### config.mk
export PLATFORM = sky130hd
export DESIGN_NAME = on_off_flow_tracker
export DESIGN_NICKNAME = d
export VERILOG_FILES = /design/src/rtl/on_off_flow_tracker.sv
export SDC_FILE = /design/constraint.sdc
export NUM_CORES = 1
export LEC_CHECK = 0
export BUFFER_PORTS_ARGS = -buffer_cell sky130_fd_sc_hd__buf_4
export CAP_MARGIN = 15
export CELL_PAD_IN_SITES_DETAIL_PLACEMENT = 0
export CELL_PAD_IN_SITES_GLOBAL_PLACEMENT = 2
export CORE_AREA = 8 8 98 144
export DETAILED_ROUTE_END_ITERATION = 8
export DIE_AREA = 0 0 106 152
export MAX_ROUTING_LAYER = met4
export PLACE_DENSITY_LB_ADDON = 0.1
export SLEW_MARGIN = 20
export SYNTH_ARGS = -nofsm -noshare
export SYNTH_HDL_FRONTEND = slang
export SYNTH_SLANG_ARGS = --single-unit
### constraint.sdc
create_clock -name clk -period 2.9 [get_ports clk]
set_clock_uncertainty 0.15 [all_clocks]
set_input_delay 0.145 -clock clk [delete_from_list [all_inputs] [get_ports clk]]
set_output_delay 0.145 -clock clk [all_outputs]
set_load 0.005 [all_outputs]
### src/rtl/on_off_flow_tracker.sv
// On/off flow-control tracker: per (port, downstream VC) outstanding-flit counter
// with hysteresis gating that feeds the switch allocator's on_off input.

module on_off_vc_cell #(
  parameter int BUFFER_SIZE   = 8,
  parameter int OFF_THRESHOLD = 6,
  parameter int ON_THRESHOLD  = 4,
  parameter int CNT_W         = $clog2(BUFFER_SIZE + 1)
) (
  input  logic             clk,
  input  logic             rst,
  input  logic             inc,
  input  logic             dec,
  output logic             on,
  output logic [CNT_W-1:0] cnt,
  output logic             ovf,
  output logic             unf
);
  logic [CNT_W-1:0] cnt_n;
  logic             on_n;

  always_comb begin
    cnt_n = cnt;
    ovf   = 1'b0;
    unf   = 1'b0;
    if (inc && !dec) begin
      if (cnt == CNT_W'(BUFFER_SIZE)) ovf = 1'b1;
      else                            cnt_n = cnt + 1'b1;
    end else if (dec && !inc) begin
      if (cnt == '0) unf = 1'b1;
      else           cnt_n = cnt - 1'b1;
    end
  end

  // Hysteresis looks at the post-update count so gating tracks the same edge.
  always_comb begin
    on_n = on;
    if (on && cnt_n >= CNT_W'(OFF_THRESHOLD))      on_n = 1'b0;
    else if (!on && cnt_n <= CNT_W'(ON_THRESHOLD)) on_n = 1'b1;
  end

  always_ff @(posedge clk or posedge rst) begin
    if (rst) begin
      cnt <= '0;
      on  <= 1'b1;
    end else begin
      cnt <= cnt_n;
      on  <= on_n;
    end
  end
endmodule

module on_off_flow_tracker #(
  parameter int PORT_NUM      = 5,
  parameter int VC_NUM        = 2,
  parameter int BUFFER_SIZE   = 8,
  parameter int OFF_THRESHOLD = 6,
  parameter int ON_THRESHOLD  = 4,
  localparam int VC_SIZE      = (VC_NUM > 1) ? $clog2(VC_NUM) : 1,
  localparam int CNT_W        = $clog2(BUFFER_SIZE + 1)
) (
  input  logic                              clk,
  input  logic                              rst,
  input  logic [PORT_NUM-1:0]               flit_sent_i,
  input  logic [PORT_NUM*VC_SIZE-1:0]       flit_sent_vc_i,
  input  logic [PORT_NUM*VC_NUM-1:0]        flit_freed_i,
  output logic [PORT_NUM*VC_NUM-1:0]        on_off_o,
  output logic [PORT_NUM*VC_NUM*CNT_W-1:0]  occupancy_o,
  output logic                              overflow_err_o,
  output logic                              underflow_err_o
);
  if (!(ON_THRESHOLD < OFF_THRESHOLD && OFF_THRESHOLD <= BUFFER_SIZE)) begin : g_bad_cfg
    $error("on_off_flow_tracker: need ON_THRESHOLD < OFF_THRESHOLD <= BUFFER_SIZE");
  end

  logic [PORT_NUM*VC_NUM-1:0] ovf_vec, unf_vec;

  for (genvar p = 0; p < PORT_NUM; p++) begin : g_port
    for (genvar v = 0; v < VC_NUM; v++) begin : g_vc
      localparam int IDX = p*VC_NUM + v;
      // VC ids at or beyond VC_NUM match no cell and are dropped.
      logic inc;
      assign inc = flit_sent_i[p] &&
                   (flit_sent_vc_i[p*VC_SIZE +: VC_SIZE] == VC_SIZE'(v));

      on_off_vc_cell #(
        .BUFFER_SIZE  (BUFFER_SIZE),
        .OFF_THRESHOLD(OFF_THRESHOLD),
        .ON_THRESHOLD (ON_THRESHOLD),
        .CNT_W        (CNT_W)
      ) u_cell (
        .clk(clk),
        .rst(rst),
        .inc(inc),
        .dec(flit_freed_i[IDX]),
        .on (on_off_o[IDX]),
        .cnt(occupancy_o[IDX*CNT_W +: CNT_W]),
        .ovf(ovf_vec[IDX]),
        .unf(unf_vec[IDX])
      );
    end
  end

  always_ff @(posedge clk or posedge rst) begin
    if (rst) begin
      overflow_err_o  <= 1'b0;
      underflow_err_o <= 1'b0;
    end else begin
      overflow_err_o  <= overflow_err_o  | (|ovf_vec);
      underflow_err_o <= underflow_err_o | (|unf_vec);
    end
  end
endmodule

==> summary.txt <==
Power
  • Internal: 2.78 mW
  • Sequential share of power: 35.8%
  • Peak supply drop: 0.381 mV
  • Clk pwr share: 14.2%
  • Comb pwr share: 50.0%
  • Pwr/cell area: 1020 nW/um^2
  • Switching Share: 42.0%
  • Lkg Pwr: 2.05 nW
  • Psw: 2.01 mW

Synth
  • Post-Synth Simple-Gate Area: 23.8%
  • Post-synth EDFFs: 0
  • Top_reg_cell synth: dfrtp_1
  • Synth Area in Compound Gates: 23.1%
  • Synth Instances: 457
  • Mapped Nets: 499
  • Seq/Total Area, Yosys: 33.9%
  • Synth Area in Adders: 6.46%
  • Mux share of post-synthesis cell area: 1.84%
  • Largest family of logic cells by synthesized area: simple AND/OR/NAND/NOR gates
  • XOR/XNOR Fraction of Synth Area: 3.13%
  • Avg Inst Size Synth: 8.48 um^2
  • Asr flop ratio synth: 100%
  • Yosys reg bits: 52
  • Mapped Area: 3870 um^2
  • Synth warnings: 0
  • Synth cell types: 69

Timing
  • Max-slew violation count: 0
  • Least-Margin Pin Slew: 716 ps
  • RSZ-0062 raised after global routing: false
  • Max-slew headroom: 52.2%
  • Peak Freq: 457 MHz
  • Tmin final: 2190 ps
  • Final setup fails: 0
  • Fin. Hold Viols: 0
  • Setup TNS: 0 ps
  • Period utilization: 75.5%

Die
  • # rows: 49
  • Die width: 106 um
  • Top-level I/O count: 74
  • Die Y: 152 um
  • Starting Density: 32.4%
  • Die area: 16,100 um^2
  • Core ar.: 12,000 um^2

Global route
  • Largest net degree at the start of global routing: 53
  • First-pass GRT wire length: 17,700 um
  • GR Overflow Total: 0
  • Vias in the first global route: 3,570
  • Antenna violations before repair: 0
  • GRT Util Overall: 13.6%

Drt
  • # DRC: 0
  • DR vias/cell: 5.27
  • Wire per inst: 15.9 um
  • Vias: 3,536
  • Pre-Repair DR Iteration Count: 4
  • Metal1 wirelength: 4260 um
  • Top layer in use: met4
  • Final wirelength: 10,700 um
  • Met2 routed WL: 5840 um
  • DR iter-0 viols: 63
  • Routed wl met3: 437 um
  • Antenna-violating nets left: 0

Setup path
  • Nature of the critical path startpoint: register
  • CP max-delay cell: dfrtp_1
  • Buf/Inv on CP: 1
  • CP endpoint kind: register
  • Slowest stage delay, CP: 430 ps
  • Cell chain of the critical path: inv_1, ha_1, or3b_4, nand3_1, a21bo_2, xnor2_2, a21o_1, a21oi_1
  • Crit Path Class: register to register
  • Worst Path Required: 2970 ps
  • Critical Path Fanout Max: 5
  • Family with the most delay on the worst path: compound AO/OA/AOI/OAI gates
  • Arrival time at the worst endpoint: 2260 ps

CTS
  • Clk Latency, worst-skew pair: 290 ps
  • Post-CTS resize count: 0
  • Hold buffer count at CTS: 7
  • TritonCTS clock tree: done
  • Setup bufs post-CTS: 0
  • CTS HTree Levels: 2
  • Root Driver: clkbuf_16
  • CTS max path bufs: 2
  • Number of buffers created by CTS: 5
  • Num Clock Sinks: 52
  • Clock-pin slew on the worst setup and hold paths: 70 ps

Run
  • Max-cap violations: 0

Final layout
  • NumNets Final: 559
  • Fillers: 1,234
  • Ant. Diodes: 0
  • Layout cells sized above 1: 21.4%
  • Final Cell Area: 4690 um^2
  • Area Growth Syn to Fin: 21.1%

Place
  • HPWL after DPL: 8370 um
  • Placed Area: 4460 um^2
  • Placer Congestion: 0.826
  • Port bufs: 73

Hold path
  • HP Class: primary input to register

Run status
  • Outcome: finished, final reports clean
==> cell type report <==
cell class,count,area (um^2),area share (%)
clock buffers,6,129,2.75
clock inverters,2,35.0,0.747
inverters,36,135,2.88
multi-input cells,341,2260,48.2
flip-flops and latches,52,1310,28.0
well taps,153,191,4.08
repair buffers,81,626,13.3
==> cells in the final DEF, fill, tap and decap left out, types with 3 or more instances in the layout <==
cell type / instances
a21o_1: 7
a21oi_1: 39
a22o_1: 3
a31oi_1: 9
a41oi_1: 3
and2b_1: 4
buf_4: 74
clkbuf_16: 5
dfrtp_1: 42
dfstp_2: 10
dlygate4sd3_1: 7
ha_1: 20
inv_1: 35
mux2i_1: 6
nand2_1: 40
nand2b_1: 9
nand3_1: 20
nand3b_1: 7
nand4_1: 10
nor2_1: 27
nor3_1: 21
nor3b_1: 4
nor3b_2: 3
nor4_1: 7
o211ai_1: 6
o21ai_0: 23
o221ai_1: 7
o22a_1: 3
o22ai_1: 3
o31ai_1: 5
xnor2_1: 11
==> layer usage <==
layer,vias up,GRT usage [%]
li1,1776,-
met2,61,25.1
met5,-,-
met4,0,4.04
met3,8,2.54
met1,1691,14.0
==> synth_stat cells (11+ instances only) <==
cell type  instances  area (um^2)
nand2_1           40          150
dfrtp_1           42         1050
inv_1             36          135
nand3_1           20          100
nor2_1            27          101
o21ai_0           23          115
nor3_1            21          105
ha_1              20          250
a21oi_1           39          195
xnor2_1           11         96.3
==> kinds of logic after synthesis <==
kind of cell	Yosys count
AND/OR/NAND/NOR	168
buffers and inverters	64
XOR/XNOR	13
multiplexers	7
adder cells (fa/ha/maj)	20
flip-flops	52
AO/OA/AOI/OAI	133
==> metrics by stage <==
stage          hold slack (ps)  std cells  utilization (%)  power, mW  setup slack [ps]
2_1_floorplan              103        457                -       3.22               841
3_3_place_gp               246        656             37.3       4.17               774
3_5_place_dp               255        656             37.3       4.16               731
4_1_cts                   27.3        671             39.2       4.88               707
5_1_grt                   49.7        671             39.2       5.25               546
6_report                  41.0        671             39.2       4.79               711
==> registers in the layout (all words and copies together), names as in the netlist <==
name / flops
g_port.g_vc.u_cell.on: 10
underflow_err_o: 1
g_port.g_vc.u_cell.cnt: 40
overflow_err_o: 1
==> power groups by stage <==
| stage | Sequential, mW | Combinational (mW) | Clock, mW |
|---|---|---|---|
| finish | 1.72 | 2.40 | 0.679 |
| global route | 1.81 | 2.71 | 0.732 |
| CTS | 1.72 | 2.45 | 0.708 |
| detailed placement | 1.73 | 2.42 | 0 |
| global placement | 1.74 | 2.43 | 0 |
| floorplan | 1.55 | 1.67 | 0 |
==> path summary, 6_finish.rpt <==
path / to / from / slack (ps) / cells after the start
max: g_port[2].g_vc[1].u_cell.on$_DFFE_PP1P_ / g_port[2].g_vc[1].u_cell.cnt[0]$_DFF_PP0_ / 710 / 8
min: g_port[0].g_vc[0].u_cell.cnt[2]$_DFF_PP0_ / flit_freed_i[0] / 40 / 3
max reg2reg: g_port[2].g_vc[1].u_cell.on$_DFFE_PP1P_ / g_port[2].g_vc[1].u_cell.cnt[0]$_DFF_PP0_ / 710 / 8
min reg2reg: underflow_err_o$_DFF_PP0_ / underflow_err_o$_DFF_PP0_ / 410 / 2
max in group asynchronous: g_port[0].g_vc[0].u_cell.cnt[3]$_DFF_PP0_ / rst / 1660 / 4
min in group asynchronous: g_port[1].g_vc[0].u_cell.cnt[2]$_DFF_PP0_ / rst / 470 / 4
==> worst reg2reg max path, cell delays in order, from the launching register on <==
cell,delay (ps)
dfrtp_1,430
inv_1,150
ha_1,220
or3b_4,410
nand3_1,90
a21bo_2,230
xnor2_2,130
a21o_1,180
a21oi_1,140
No activity file was read; power rests on OpenSTA's default activity.
